**src/rtl/ristretto_shift_sequencer.sv**
```systemverilog
`default_nettype none
//============================================================================
// Module   : ristretto_shift_sequencer
// Purpose  : Multi-cycle iterative shifter for the ristretto execute stage.
//            Accepts one shift request at a time and applies it in steps of
//            at most StepAmt bits per cycle. It then presents the result to
//            writeback until that result is accepted.
// Ports    : clk_i, rst_ni          - clock, async active-low reset
//            req_valid_i/ready_o    - request handshake
//            req_data_i             - operand (DataWidth bits)
//            req_amt_i              - shift amount ($clog2(DataWidth) bits)
//            req_mode_i             - 00/01 left, 10 logical right,
//                                     11 arithmetic right
//            kill_i                 - flush, aborts any request in flight
//            rsp_valid_o/ready_i    - response handshake
//            rsp_result_o           - shifted result
//            busy_o                 - unit is not idle
// Revision : 1.0 - initial release
//============================================================================
module ristretto_shift_sequencer #(
  parameter int DataWidth = 32,
  parameter int StepAmt   = 4
) (
  input  logic                         clk_i,
  input  logic                         rst_ni,
  input  logic                         req_valid_i,
  output logic                         req_ready_o,
  input  logic [DataWidth-1:0]         req_data_i,
  input  logic [$clog2(DataWidth)-1:0] req_amt_i,
  input  logic [1:0]                   req_mode_i,
  input  logic                         kill_i,
  output logic                         rsp_valid_o,
  input  logic                         rsp_ready_i,
  output logic [DataWidth-1:0]         rsp_result_o,
  output logic                         busy_o
);

  localparam int c_amt_w = $clog2(DataWidth);

  // StepAmt <= DataWidth/2, so it always fits in the amount width.
  localparam logic [c_amt_w-1:0] c_step_max = c_amt_w'(StepAmt);

  localparam logic [1:0] c_st_idle  = 2'd0;
  localparam logic [1:0] c_st_shift = 2'd1;
  localparam logic [1:0] c_st_done  = 2'd2;

  logic [1:0]           r_state;
  logic [1:0]           w_state_nxt;
  logic [DataWidth-1:0] r_data;
  logic [c_amt_w-1:0]   r_rem;
  logic                 r_right;   // direction: 1 = right shift
  logic                 r_fill;    // bit shifted in from the top on right shifts

  logic                 w_accept;
  logic [c_amt_w-1:0]   w_step;
  logic [DataWidth-1:0] w_shl;
  logic [DataWidth:0]   w_ext;
  logic signed [DataWidth:0] w_shr_ext;
  logic [DataWidth-1:0] w_shr;

  // A request arriving together with kill_i is void, even though
  // req_ready_o may be high in that cycle.
  assign w_accept = (r_state == c_st_idle) && req_valid_i && !kill_i;

  assign w_step = (r_rem > c_step_max) ? c_step_max : r_rem;

  // Right shifts use the fill bit as an extra sign bit on top of the data.
  // An arithmetic shift of that extended word then replicates the fill
  // value. This one path covers both SRL (fill 0) and SRA (fill = MSB).
  assign w_shl     = r_data << w_step;
  assign w_ext     = {r_fill, r_data};
  assign w_shr_ext = $signed(w_ext) >>> w_step;
  assign w_shr     = w_shr_ext[DataWidth-1:0];

  // --------------------------------------------------------------------
  // State register
  // --------------------------------------------------------------------
  always_ff @(posedge clk_i or negedge rst_ni) begin
    if (!rst_ni) begin
      r_state <= c_st_idle;
    end else begin
      r_state <= w_state_nxt;
    end
  end

  // --------------------------------------------------------------------
  // Next-state logic (kill has priority over everything)
  // --------------------------------------------------------------------
  always_comb begin
    w_state_nxt = r_state;
    if (kill_i) begin
      w_state_nxt = c_st_idle;
    end else begin
      case (r_state)
        c_st_idle: begin
          if (req_valid_i) begin
            w_state_nxt = (req_amt_i == '0) ? c_st_done : c_st_shift;
          end
        end
        c_st_shift: begin
          // This step consumes the remaining amount exactly.
          if (r_rem == w_step) begin
            w_state_nxt = c_st_done;
          end
        end
        c_st_done: begin
          if (rsp_ready_i) begin
            w_state_nxt = c_st_idle;
          end
        end
        default: w_state_nxt = c_st_idle;
      endcase
    end
  end

  // --------------------------------------------------------------------
  // Outputs: decoded from registered state only
  // --------------------------------------------------------------------
  always_comb begin
    req_ready_o  = (r_state == c_st_idle);
    rsp_valid_o  = (r_state == c_st_done);
    busy_o       = (r_state != c_st_idle);
    rsp_result_o = r_data;
  end

  // --------------------------------------------------------------------
  // Datapath: operand capture and per-cycle step
  // --------------------------------------------------------------------
  always_ff @(posedge clk_i or negedge rst_ni) begin
    if (!rst_ni) begin
      r_data  <= '0;
      r_rem   <= '0;
      r_right <= 1'b0;
      r_fill  <= 1'b0;
    end else if (w_accept) begin
      r_data  <= req_data_i;
      r_rem   <= req_amt_i;
      r_right <= req_mode_i[1];
      r_fill  <= (req_mode_i == 2'b11) && req_data_i[DataWidth-1];
    end else if ((r_state == c_st_shift) && !kill_i) begin
      r_data  <= r_right ? w_shr : w_shl;
      r_rem   <= r_rem - w_step;
    end
  end

endmodule
`default_nettype wire

```
**config.mk**
```make
export PLATFORM = sky130hd
export DESIGN_NAME = ristretto_shift_sequencer
export DESIGN_NICKNAME = d
export VERILOG_FILES = /design/src/rtl/ristretto_shift_sequencer.sv
export SDC_FILE = /design/constraint.sdc
export NUM_CORES = 1
export LEC_CHECK = 0
export BUFFER_PORTS_ARGS = -buffer_cell sky130_fd_sc_hd__buf_2
export CAP_MARGIN = 10
export CORE_MARGIN = 2
export CORE_UTILIZATION = 35
export CTS_BUF_LIST = sky130_fd_sc_hd__clkbuf_2 sky130_fd_sc_hd__clkbuf_4 sky130_fd_sc_hd__clkbuf_8
export CTS_CLUSTER_DIAMETER = 60
export DETAILED_ROUTE_END_ITERATION = 16
export GPL_TIMING_DRIVEN = 0
export PLACE_DENSITY = 0.63
export SLEW_MARGIN = 0
export SYNTH_ARGS = -nofsm -noshare
export SYNTH_HDL_FRONTEND = slang
export SYNTH_SLANG_ARGS = --single-unit
```
**constraint.sdc**
```tcl
create_clock -name clk_i -period 2.1 [get_ports clk_i]
set_clock_uncertainty 0.05 [all_clocks]
set_input_delay 0.42 -clock clk_i [delete_from_list [all_inputs] [get_ports clk_i]]
set_output_delay 0.42 -clock clk_i [all_outputs]
set_load 0.02 [all_outputs]
```
==> results by group <==
Clock network
  – Clock-pin transition on the worst setup and hold timing paths: 0.09 ns
  – H-tree levels: 2
  – CTS tree: done
  – Cts hold-fix bufs: 0
  – CTS buffer count: 5
  – CTS Buffer Depth: 2
  – Worst-Skew Late Latency: 0.33 ns
  – Root buf cell: clkbuf_8
  – Clock sink count: 41

Routing
  – Vias: 5,530
  – Final ANT Viol Nets: 0
  – Drt initial violations: 763
  – Wire per inst: 25.9 um
  – First-pass DRT Iterations: 5
  – Residual DRC: 0
  – Final wirelength: 21,300 um
  – Vias/cell: 6.72

STA
  – Setup Viol. Count Final: 9
  – Final worst path period need: 2.15 ns
  – Final worst setup slack: -0.0512 ns
  – F_max: 465 MHz
  – Tcrit/Tclk final: 102%
  – Setup tns final: -0.234 ns
  – Final Hold Fails: 0
  – Max_slew headroom: 36.0%
  – RSZ-0062 raised after global routing: yes
  – Slew Viols, Final: 0
  – Slew @ Worst Pin: 0.961 ns

Setup path
  – Crit. End Element: flip-flop
  – Setup CP Type: flip-flop to flip-flop
  – Critical path peak fanout: 8
  – Worst Path Required: 2.29 ns
  – Startpoint Class: flip-flop
  – Crit path arrival time: 2.34 ns

GRT
  – Grt total ovfl: 0
  – Antenna violations before repair: 0
  – Pin count of the biggest net entering global routing: 42
  – Number of global-route vias before repair: 5,287
  – Gr usage total: 32.1%
  – First-pass GRT wire length: 31,300 um

Cells and area
  – Sequential standard cell area: 0.00103 mm2
  – Nets@finish: 720
  – Synth-to-Final Area Change: 40.0%
  – Filler cell count: 1,155
  – Number of antenna cells inserted: 0
  – Ratio of cells with drive above 1 in the final layout: 38.6%
  – Multi-input gate area: 0.00312 mm2
  – Commonest non-fill, non-tap cell in the layout: buf_2
  – Most frequent cells in the layout: buf_2, nand2_1, nor2_1

Placed design
  – DP Wirelength: 13,600 um
  – Port bufs: 77
  – Final GP Congestion: 0.985

Synthesis
  – Cell taking the most area after synthesis: dfrtp_1
  – Largest cells by area after synthesis: dfrtp_1, mux4_2, mux2i_1
  – Netlist Area Pre-Place: 0.00424 mm2
  – Syn_area_per_cell: 7.80 um2
  – Async S/R FF share, synth: 100%
  – EDFF count, synth: 0
  – Top cell type's share of synthesized area: 24.2%
  – Ys flop type: dfrtp_1
  – Synth warnings: 0
  – Post-synthesis cell count: 543
  – Register bit total from synthesis: 41
  – Distinct cells, synth: 61
  – Synth Net Count: 588
  – Post-synthesis sequential area ratio: 24.2%

Die
  – Die H: 114 um
  – Starting density of the core: 35.6%
  – DIE WIDTH: 114 um
  – Die ar.: 0.0130 mm2
  – FP Rows: 40
  – Core area: 0.0119 mm2
  – I/O pins: 79

Pwr
  – Power per cell area: 1760 mW/mm2
  – Peak supply drop: 0.000730 V
  – Total power: 10.4 mW
  – P_leak: 2.40 nW

Run
  – Max_cap viols: 0

Outcome
  – Failing checks: setup timing
  – Status: finished with violations

Hold path
  – Worst min path class: input pin to async pin
what timing repair did:
| item | in CTS | in global routing |
|---|---|---|
| setup buffers | 32 | 14 |
| endpoints found under the setup margin | 43 | 36 |
| gates resized for setup | 109 | 59 |
| gates cloned | 3 | 4 |
| pin swaps | 25 | 21 |
| hold endpoints to repair | 0 | 0 |
power breakdown:
part	internal, mW	switching (mW)	total, mW
clock	0.401	0.320	0.721
combinational	3.36	4.66	8.02
sequential	1.16	0.521	1.69
total	4.93	5.50	10.4
logic make-up (layout without fill, tap and decap cells):
kind of cell / Yosys count / count (layout) / synth area share (%)
compound gates: 193 / 193 / 29.8
fa+ha+maj: 1 / 1 / 0.295
buf+inv: 74 / 207 / 7.71
flops: 41 / 41 / 24.2
mux: 52 / 52 / 17.9
other cells: 1 / 1 / 0.0885
simple gates: 181 / 181 / 20.0
layer usage:
| layer | wire, um | vias to the layer above | part of all wire (%) | global-route usage (%) |
|---|---|---|---|---|
| met2 | 8940 | 484 | 42 | 46.6 |
| met5 | 0 | - | 0 | 0 |
| met3 | 2760 | 141 | 13 | 6.96 |
| met1 | 7900 | 2588 | 37 | 43.1 |
| met4 | 1670 | 0 | 7.9 | 20.2 |
| li1 | - | 2317 | - | - |
path summary, 6_finish.rpt:
kind	start	endpoint	slack, ns	depth (start not counted)
setup / recovery	r_rem[4]	rsp_result_o[2]	-0.05	7
hold / removal	rst_ni	rsp_result_o[30]	0.19	1
max in group asynchronous	rst_ni	r_state[1]	1.16	1
min in group clk_i	req_amt_i[3]	r_rem[3]	0.25	2
setup reg to reg	r_rem[4]	rsp_result_o[2]	-0.05	7
hold reg to reg	r_fill	r_fill	0.55	2
cell usage after synthesis, drive strengths merged, types with 4 or more instances:
cell type  number
o22a            9
a41oi           4
o21ai          34
nand3          18
nor2           59
o22ai          10
mux4           18
nand2          65
dfrtp          41
a31oi          21
o211ai         12
a22oi          11
a211oi         11
buf            29
clkbuf         42
nor2b          12
a2bb2oi         4
a21oi          47
mux2            9
mux2i          25
a221oi          5
nor3            8
sequential cells by signal, summed over array words and instances, names as in the netlist:
| register | cells |
|---|---|
| r_fill | 1 |
| rsp_result_o | 32 |
| r_rem | 5 |
| r_state | 2 |
| r_right | 1 |
worst max-delay path: stages, from the launching register on:
cell and delay, ns:
dfrtp_1 0.38, buf_6 0.13, or3_4 0.37, buf_6 0.14
nor3_4 0.38, buf_2 0.29, a22oi_1 0.12, o22ai_1 0.20
through the flow:
step / util (%) / std cells / hold WS (ns) / worst slack, ns / instance area [um2]
after floorplan: - / 543 / 0.0744 / -0.0105 / 4250
after global routing: 49.8 / 823 / 0.254 / -0.0950 / 5930
final: 49.8 / 823 / 0.186 / -0.0512 / 5930
after detailed placement: 40.4 / 767 / 0.511 / -0.703 / 4820
after CTS: 47.5 / 807 / 0.214 / -0.0542 / 5650
after global placement: 40.4 / 767 / 0.504 / -0.609 / 4820
cell type report:
type / instances / area share (%)
multi-input cells: 428 / 52.6
flip-flops and latches: 41 / 17.4
repair buffers: 130 / 15.5
plain buffers: 66 / 9.26
well taps: 147 / 3.10
clock buffers: 7 / 1.52
clock inverters: 1 / 0.506
inverters: 3 / 0.190
No activity file was read; power rests on OpenSTA's default activity.
